==> src/rtl/op_share_pkg.sv <==
// Shared types for the operator-sharing controller and its functional unit.
package op_share_pkg;

  typedef enum logic [1:0] {OP_XOR, OP_INC, OP_INV, OP_CMP} op_e;

  typedef enum logic [1:0] {ST_IDLE, ST_EXEC, ST_RESP} state_e;

endpackage

==> src/rtl/op_share_alu.sv <==
// Shared combinational functional unit: xor, increment, invert, equality.
module op_share_alu
  import op_share_pkg::*;
#(
  parameter int W = 8
) (
  input  op_e          op,
  input  logic [W-1:0] a,
  input  logic [W-1:0] b,
  output logic [W-1:0] y
);

  // Select the operation; increment wraps naturally at the W-bit boundary.
  always_comb begin
    y = '0;
    case (op)
      OP_XOR:  y = a ^ b;
      OP_INC:  y = a + {{(W-1){1'b0}}, 1'b1};
      OP_INV:  y = ~a;
      OP_CMP:  y = {{(W-1){1'b0}}, (a == b)};
      default: y = '0;
    endcase
  end

endmodule

==> src/rtl/op_share_ctrl.sv <==
// Round-robin arbiter/sequencer sharing one op_share_alu among NREQ requesters.
//
//   state   | meaning
//   --------+-------------------------------------------------------------
//   ST_IDLE | waiting for a valid requester; grant the round-robin winner
//   ST_EXEC | captured request is evaluated, response registers loaded
//   ST_RESP | response held on rsp_* until rsp_ready is sampled high
module op_share_ctrl
  import op_share_pkg::*;
#(
  parameter  int NREQ = 4,
  parameter  int W    = 8,
  localparam int IW   = $clog2(NREQ)
) (
  input  logic                   clk,
  input  logic                   rst_n,
  input  logic [NREQ-1:0]        req_valid,
  output logic [NREQ-1:0]        req_ready,
  input  logic [NREQ-1:0][1:0]   req_op,
  input  logic [NREQ-1:0][W-1:0] req_a,
  input  logic [NREQ-1:0][W-1:0] req_b,
  output logic                   rsp_valid,
  input  logic                   rsp_ready,
  output logic [W-1:0]           rsp_data,
  output logic [IW-1:0]          rsp_id
);

  state_e        state_q, state_d;
  logic [IW-1:0] rr_ptr_q;
  logic [IW-1:0] grant_idx;
  logic [IW-1:0] rr_next;
  logic          grant_any;
  logic          accept;
  logic [IW:0]   sum;
  logic [IW-1:0] idx;

  op_e           op_q;
  logic [W-1:0]  a_q;
  logic [W-1:0]  b_q;
  logic [IW-1:0] id_q;
  logic [W-1:0]  alu_y;

  logic          rsp_valid_q;
  logic [W-1:0]  rsp_data_q;
  logic [IW-1:0] rsp_id_q;

  // Round-robin search: first valid requester at or above rr_ptr, wrapping mod NREQ.
  always_comb begin
    grant_any = 1'b0;
    grant_idx = rr_ptr_q;
    sum       = '0;
    idx       = '0;
    for (int i = 0; i < NREQ; i++) begin
      sum = {1'b0, rr_ptr_q} + (IW+1)'(i);
      if (sum >= (IW+1)'(NREQ)) sum = sum - (IW+1)'(NREQ);
      idx = sum[IW-1:0];
      if (!grant_any && req_valid[idx]) begin
        grant_any = 1'b1;
        grant_idx = idx;
      end
    end
  end

  assign accept  = (state_q == ST_IDLE) && grant_any;
  assign rr_next = (grant_idx == IW'(NREQ-1)) ? '0 : grant_idx + IW'(1);

  // Grant is combinational on req_valid; held off while reset is asserted.
  always_comb begin
    req_ready = '0;
    if (accept && rst_n) req_ready[grant_idx] = 1'b1;
  end

  // State register.
  always_ff @(posedge clk or negedge rst_n) begin
    if (!rst_n) state_q <= ST_IDLE;
    else        state_q <= state_d;
  end

  // Next-state logic.
  always_comb begin
    state_d = state_q;
    case (state_q)
      ST_IDLE: if (grant_any) state_d = ST_EXEC;
      ST_EXEC: state_d = ST_RESP;
      ST_RESP: if (rsp_ready) state_d = ST_IDLE;
      default: state_d = ST_IDLE;
    endcase
  end

  // Request capture on grant, response load in EXEC, release on downstream accept.
  always_ff @(posedge clk or negedge rst_n) begin
    if (!rst_n) begin
      rr_ptr_q    <= '0;
      op_q        <= OP_XOR;
      a_q         <= '0;
      b_q         <= '0;
      id_q        <= '0;
      rsp_valid_q <= 1'b0;
      rsp_data_q  <= '0;
      rsp_id_q    <= '0;
    end else begin
      if (accept) begin
        rr_ptr_q <= rr_next;
        op_q     <= op_e'(req_op[grant_idx]);
        a_q      <= req_a[grant_idx];
        b_q      <= req_b[grant_idx];
        id_q     <= grant_idx;
      end
      if (state_q == ST_EXEC) begin
        rsp_valid_q <= 1'b1;
        rsp_data_q  <= alu_y;
        rsp_id_q    <= id_q;
      end else if (state_q == ST_RESP && rsp_ready) begin
        rsp_valid_q <= 1'b0;
      end
    end
  end

  op_share_alu #(.W(W)) u_alu (
    .op (op_q),
    .a  (a_q),
    .b  (b_q),
    .y  (alu_y)
  );

  assign rsp_valid = rsp_valid_q;
  assign rsp_data  = rsp_data_q;
  assign rsp_id    = rsp_id_q;

endmodule

==> config.mk <==
export PLATFORM = sky130hd
export DESIGN_NAME = op_share_ctrl
export DESIGN_NICKNAME = d
export VERILOG_FILES = /design/src/rtl/op_share_pkg.sv /design/src/rtl/op_share_alu.sv /design/src/rtl/op_share_ctrl.sv
export SDC_FILE = /design/constraint.sdc
export NUM_CORES = 1
export LEC_CHECK = 0
export ABC_CLOCK_PERIOD_IN_PS = 1800
export BUFFER_PORTS_ARGS = -buffer_cell sky130_fd_sc_hd__clkbuf_2
export CORE_ASPECT_RATIO = 1.1
export CORE_MARGIN = 2
export CORE_UTILIZATION = 45
export CTS_CLUSTER_DIAMETER = 60
export DETAILED_ROUTE_END_ITERATION = 8
export PLACE_DENSITY = 0.8
export SYNTH_ARGS = -nofsm -noshare
export SYNTH_HDL_FRONTEND = slang
export SYNTH_SLANG_ARGS = --single-unit
==> constraint.sdc <==
create_clock -name clk -period 1.8 [get_ports clk]
set_input_delay 0.18 -clock clk [delete_from_list [all_inputs] [get_ports clk]]
set_output_delay 0.18 -clock clk [all_outputs]
set_load 0.005 [all_outputs]
# After elaboration in Yosys (flattened, before gate mapping)
# Index checks and enable logic that the tools add are counted.
dict set report totals {
  regBits 35
  out_inout_bits 15
  word_cells 89
}
dict set report op_classes {
  eq_ne 9
  n_bitwise 2
  mux 36
  n_reduce_logical 14
  n_lt_le_gt_ge 10
  n_addsub 9
}
# cell count
set ops {}
lappend ops {{$bmux W8 S2} 2}
lappend ops {{$pmux W8 S4} 1}
lappend ops {{$mux W2} 12}
lappend ops {{$mux W8} 2}
lappend ops {{$lt A2 B3 Y1 const B} 5}
lappend ops {{$mux W1} 11}
lappend ops {{$ge A3 B3 Y1 const B} 3}
lappend ops {{$add A8 B1 Y8 const B} 1}
lappend ops {{$bmux W1 S2} 4}
lappend ops {{$eq A2 B2 Y1 const B} 4}
lappend ops {{$eq A8 B8 Y1} 1}
lappend ops {{$not A8 Y8} 1}
lappend ops {{$sub A2 B1 Y2 const B} 4}
lappend ops {{$xor A8 B8 Y8} 1}
lappend ops {{$logic_and A1 B1 Y1} 7}
lappend ops {{$add A2 B2 Y3 const B} 2}
lappend ops {{$pmux W2 S3} 1}
lappend ops {{$bmux W2 S2} 1}
lappend ops {{$eq A2 B1 Y1 const B} 2}
lappend ops {{$logic_not A2 Y1} 2}
lappend ops {{$mux W4} 1}
lappend ops {{$ne A2 B2 Y1 const B} 2}
lappend ops {{$add A2 B1 Y3 const B} 1}
lappend ops {{$ge A2 B3 Y1 const B} 1}
lappend ops {{6 further kinds} 8}

# Depth between registers and ports, before layout
dict set report depth {
  ltp_word 19
  ltp_mapped 9
}

# Cells and area by module
# From an unflattened synthesis, not the netlist that was laid out.
dict set report hier_totals {
  cells_unflattened 304
  area_unflattened_um2 2710.1
}
# mod area_per_inst_um2 cells_per_inst n_inst seq_area_each_um2
set modules_own_cells {}
lappend modules_own_cells {op_share_ctrl 2275.9 239 1 875.8}
lappend modules_own_cells {op_share_alu 434.2 65 1 0.0}

# Least setup slack after synthesis
# OpenSTA, ideal clock, no wires.
dict set report synth_path {
  kind {register to output}
  startpoint {register rr_ptr_q[1]}
  endpoint {output req_ready[2]}
  path_stages_with_launch 9
  n_path_buf 2
  t_arrival_ps 1649
  slack_ps -29
  required_ps 1620
  path_cell_list {dfrtp_1 -> or2_2 -> a21oi_1 -> o21a_1 -> buf_4 -> inv_2 -> buf_2 -> ha_1 -> and3_1}
}
dict set report synth_via {
  elab_chain_cells 19
  elab_cells_between_ends 45
  cone_classes {add/sub (7); order compare (6); mux (23); reduce/logical (9)}
}
# element line
set synth_lines {}
lappend synth_lines {{from (decl)} op_share_ctrl.sv:29} ;# logic [IW-1:0] rr_ptr_q;
lappend synth_lines {{from (signal assigned)} op_share_ctrl.sv:103} ;# rr_ptr_q <= rr_next;
lappend synth_lines {{parallel branches: the longest is 18 deep, another holds $add A2 B1 Y3} -}
lappend synth_lines {{$mux W4 (*)} op_share_ctrl.sv:70} ;# if (accept && rst_n) req_ready[grant_idx] = 1'b1;
lappend synth_lines {{to (decl)} op_share_ctrl.sv:18} ;# output logic [NREQ-1:0] req_ready,
# Every way passes the cells marked *. The select of a mux whose other input is x is not followed.

# Final worst setup path
# Same ends and word-level chain as after synthesis.

==> impl_metrics.ini <==
[global_routing]
overflow = 0
grt_pass1_vias = 2706
gr-usage-all-layers_pct = 28.4
grt_max_degree = 23
grt_pass1_wl_um = 13000
antenna_found_initial = 0

[sta]
rsz0062_at_grt = true
setup_viol = 22
relSlewSlack_pct = 69.2
worst_slew_pin_slew_ns = 0.450
fmax_ghz = 0.494
period_share_pct = 112
fin_crit_ns = 2.02
worst_slack_ns = -0.223
finalHoldViolCount = 0
finClkSkew_ns = 0.00636
slew_viol_final = 0

[yosys]
ys_dominant_reg_cell = dfrtp_1
ys_seq_area_share_pct = 36.0
yosys-top-cells-count = 35 x dfrtp_1, 28 x nand2_1, 16 x nor4_1
synth-edff-count = 0
ys_types = 43
syn_area_per_cell_um2 = 8.97
syn_nets = 353
yosysTopAreaCell = dfrtp_1
yosysWarnings = 0
synth_seq_cells = 35
netlist_instances = 271
synthArstFlopShare_pct = 100
synth_area_leaders = dfrtp_1 36%, mux2i_1 6.2%, o41ai_1 5.0%
syn_area_um2 = 2430
synth.most_common_cell = dfrtp_1
yosysTopAreaCellShare_pct = 36.0

[power]
peakVddDrop_mv = 1.04
p_leak_nw = 1.70
powerDensity_nw_per_um2 = 1830
total_power_mw = 6.83

[cts]
cts_sinks = 35
path_clk_slew_ns = 0.08
cts-root-buf = clkbuf_8
cts_tree = yes
htree_levels = 2
clockBufferDepth = 2
insertion_delay_ns = 0.30
cts_made_buffers = 5

[route]
wire_per_inst_um = 19.8
viasPerCell = 6.22
wirelength_um = 8990
drc = 0
dr.pass1.iters = 5
vias = 2832
first_iter_violations = 289
ant_nets = 0

[final_layout]
synthToLayoutAreaGrowth_pct = 53.4
layoutNonFillerInstCount = 455
diodes = 0
drive_above_1_share_pct = 50.0
multi_input_area_um2 = 1780
final_net_count = 461
fillers = 352
ff_latch_area_um2 = 877

[floorplan]
num_io_pins = 94
fp.dieArea_um2 = 6000
dieWidth_um = 74.1
die_h_um = 81.1
initial_core_util_pct = 45.9
coreArea_um2 = 5290
row_count = 28

[setup_path]
cp-startpoint = rr_ptr_q[1]
r2r_start = rr_ptr_q[1]
critPathKind = register to output port
crit_path_max_fanout = 6
reg2regPathDepth = 8
r2r_slack_ns = -0.20
critPathArrivalTime_ns = 1.84
crit_path_end_kind = output port
critPathRequiredTime_ns = 1.62
critPathCapture = req_ready[2]
reg2reg_to = a_q[0]
cp-start-kind = register

[placed_design]
place.gp.congestion = 0.885
place_ws_ns = -0.0884
place_inst = 435
dp_hpwl_um = 5030
io_buffers = 93

[status]
run_status = finished, violations left
violations = setup timing

[worst_hold_path]
hold_class = primary input to register

[run]
cap_violations = 0
-- registers in the layout, indices dropped and copies added (netlist names) --
signal	flops
a_q	8
b_q	8
rsp_data	8
id_q	2
op_q	2
rr_ptr_q	2
rsp_id	2
state_q	2
rsp_valid	1
-- cell families after synthesis --
kind of cell / Yosys count / share of synthesized area, %
flip-flops: 35 / 36.0
AND/OR/NAND/NOR: 91 / 18.9
adder cells (fa/ha/maj): 3 / 1.54
buffers and inverters: 36 / 6.54
XOR/XNOR: 7 / 2.52
multiplexers: 21 / 10.8
AO/OA/AOI/OAI: 78 / 23.6
-- placed cells by master, fill, tap and decap left out, types with 4 or more instances in the layout --
master / count
o21ai_0: 13
o32a_1: 4
nor3b_1: 4
nand2_1: 25
clkbuf_8: 5
nor4_2: 10
dfrtp_1: 34
xnor2_1: 4
mux2i_1: 14
o41ai_4: 5
nor3_1: 4
a21oi_1: 8
inv_1: 9
buf_12: 4
a211oi_1: 12
nor2_1: 13
buf_6: 5
buf_4: 22
o41ai_2: 9
nand2b_1: 11
clkbuf_2: 90
nor4_4: 4
-- layer usage --
layer / vias up / GRT usage [%] / wire length, um
li1: 1238 / - / -
met1: 1394 / 34.8 / 3390
met2: 158 / 46.7 / 4620
met3: 42 / 6.08 / 647
met4: 0 / 14.7 / 343
met5: - / 0 / 0
-- where the power goes --
| group | internal, mW | total, mW | switching [mW] |
|---|---|---|---|
| registers | 1.18 | 1.66 | 0.487 |
| logic | 1.99 | 4.30 | 2.30 |
| clock network | 0.553 | 0.870 | 0.317 |
-- timing repair --
item / CTS / global route
endpoints found under the setup margin: 21 / 22
hold buffers: 1 / 0
pin swaps: 23 / 9
buffers inserted: 10 / 3
endpoints found under the hold margin: 35 / 0
gates cloned: 1 / 0
gates resized for setup: 52 / 23
-- worst max-delay path, cell delays in order (launching register included) --
cell     delay, ns
dfrtp_2       0.43
inv_2         0.07
a21oi_4       0.17
o221a_4       0.27
inv_6         0.07
buf_12        0.13
ha_4          0.14
and3_4        0.14
buf_6         0.11
-- per-stage QoR --
stage               utilization [%]  hold slack, ns  area, um^2  TNS [ns]
floorplan                         -          -0.116        2440         0
global placement               58.1           0.197        3070         0
detailed placement             58.1           0.201        3070    -0.490
CTS                            68.6          0.0901        3630    -0.733
global route                   70.5           0.122        3730     -3.99
finish                         70.5          0.0899        3730     -2.86
-- final cells by class --
class / instances / share of cell area, %
multi-input combinational: 200 / 47.9
sequential: 35 / 23.5
timing repair buffer: 124 / 20.7
tap: 75 / 2.52
clock buffer: 5 / 1.85
clock inverter: 3 / 1.81
inverter: 13 / 1.71
-- worst min path at each step --
stage              start          end  slack [ns]  cells after the start
2_1_floorplan      rst_n       a_q[0]       -0.12                      0
3_3_place_gp       rst_n  rr_ptr_q[1]        0.20                      2
3_5_place_dp       rst_n      op_q[0]        0.20                      2
4_1_cts        rsp_ready   state_q[1]        0.09                      2
5_1_grt        rsp_ready   state_q[1]        0.12                      2
6_report       rsp_ready   state_q[1]        0.09                      2
No activity file was read; power rests on OpenSTA's default activity.
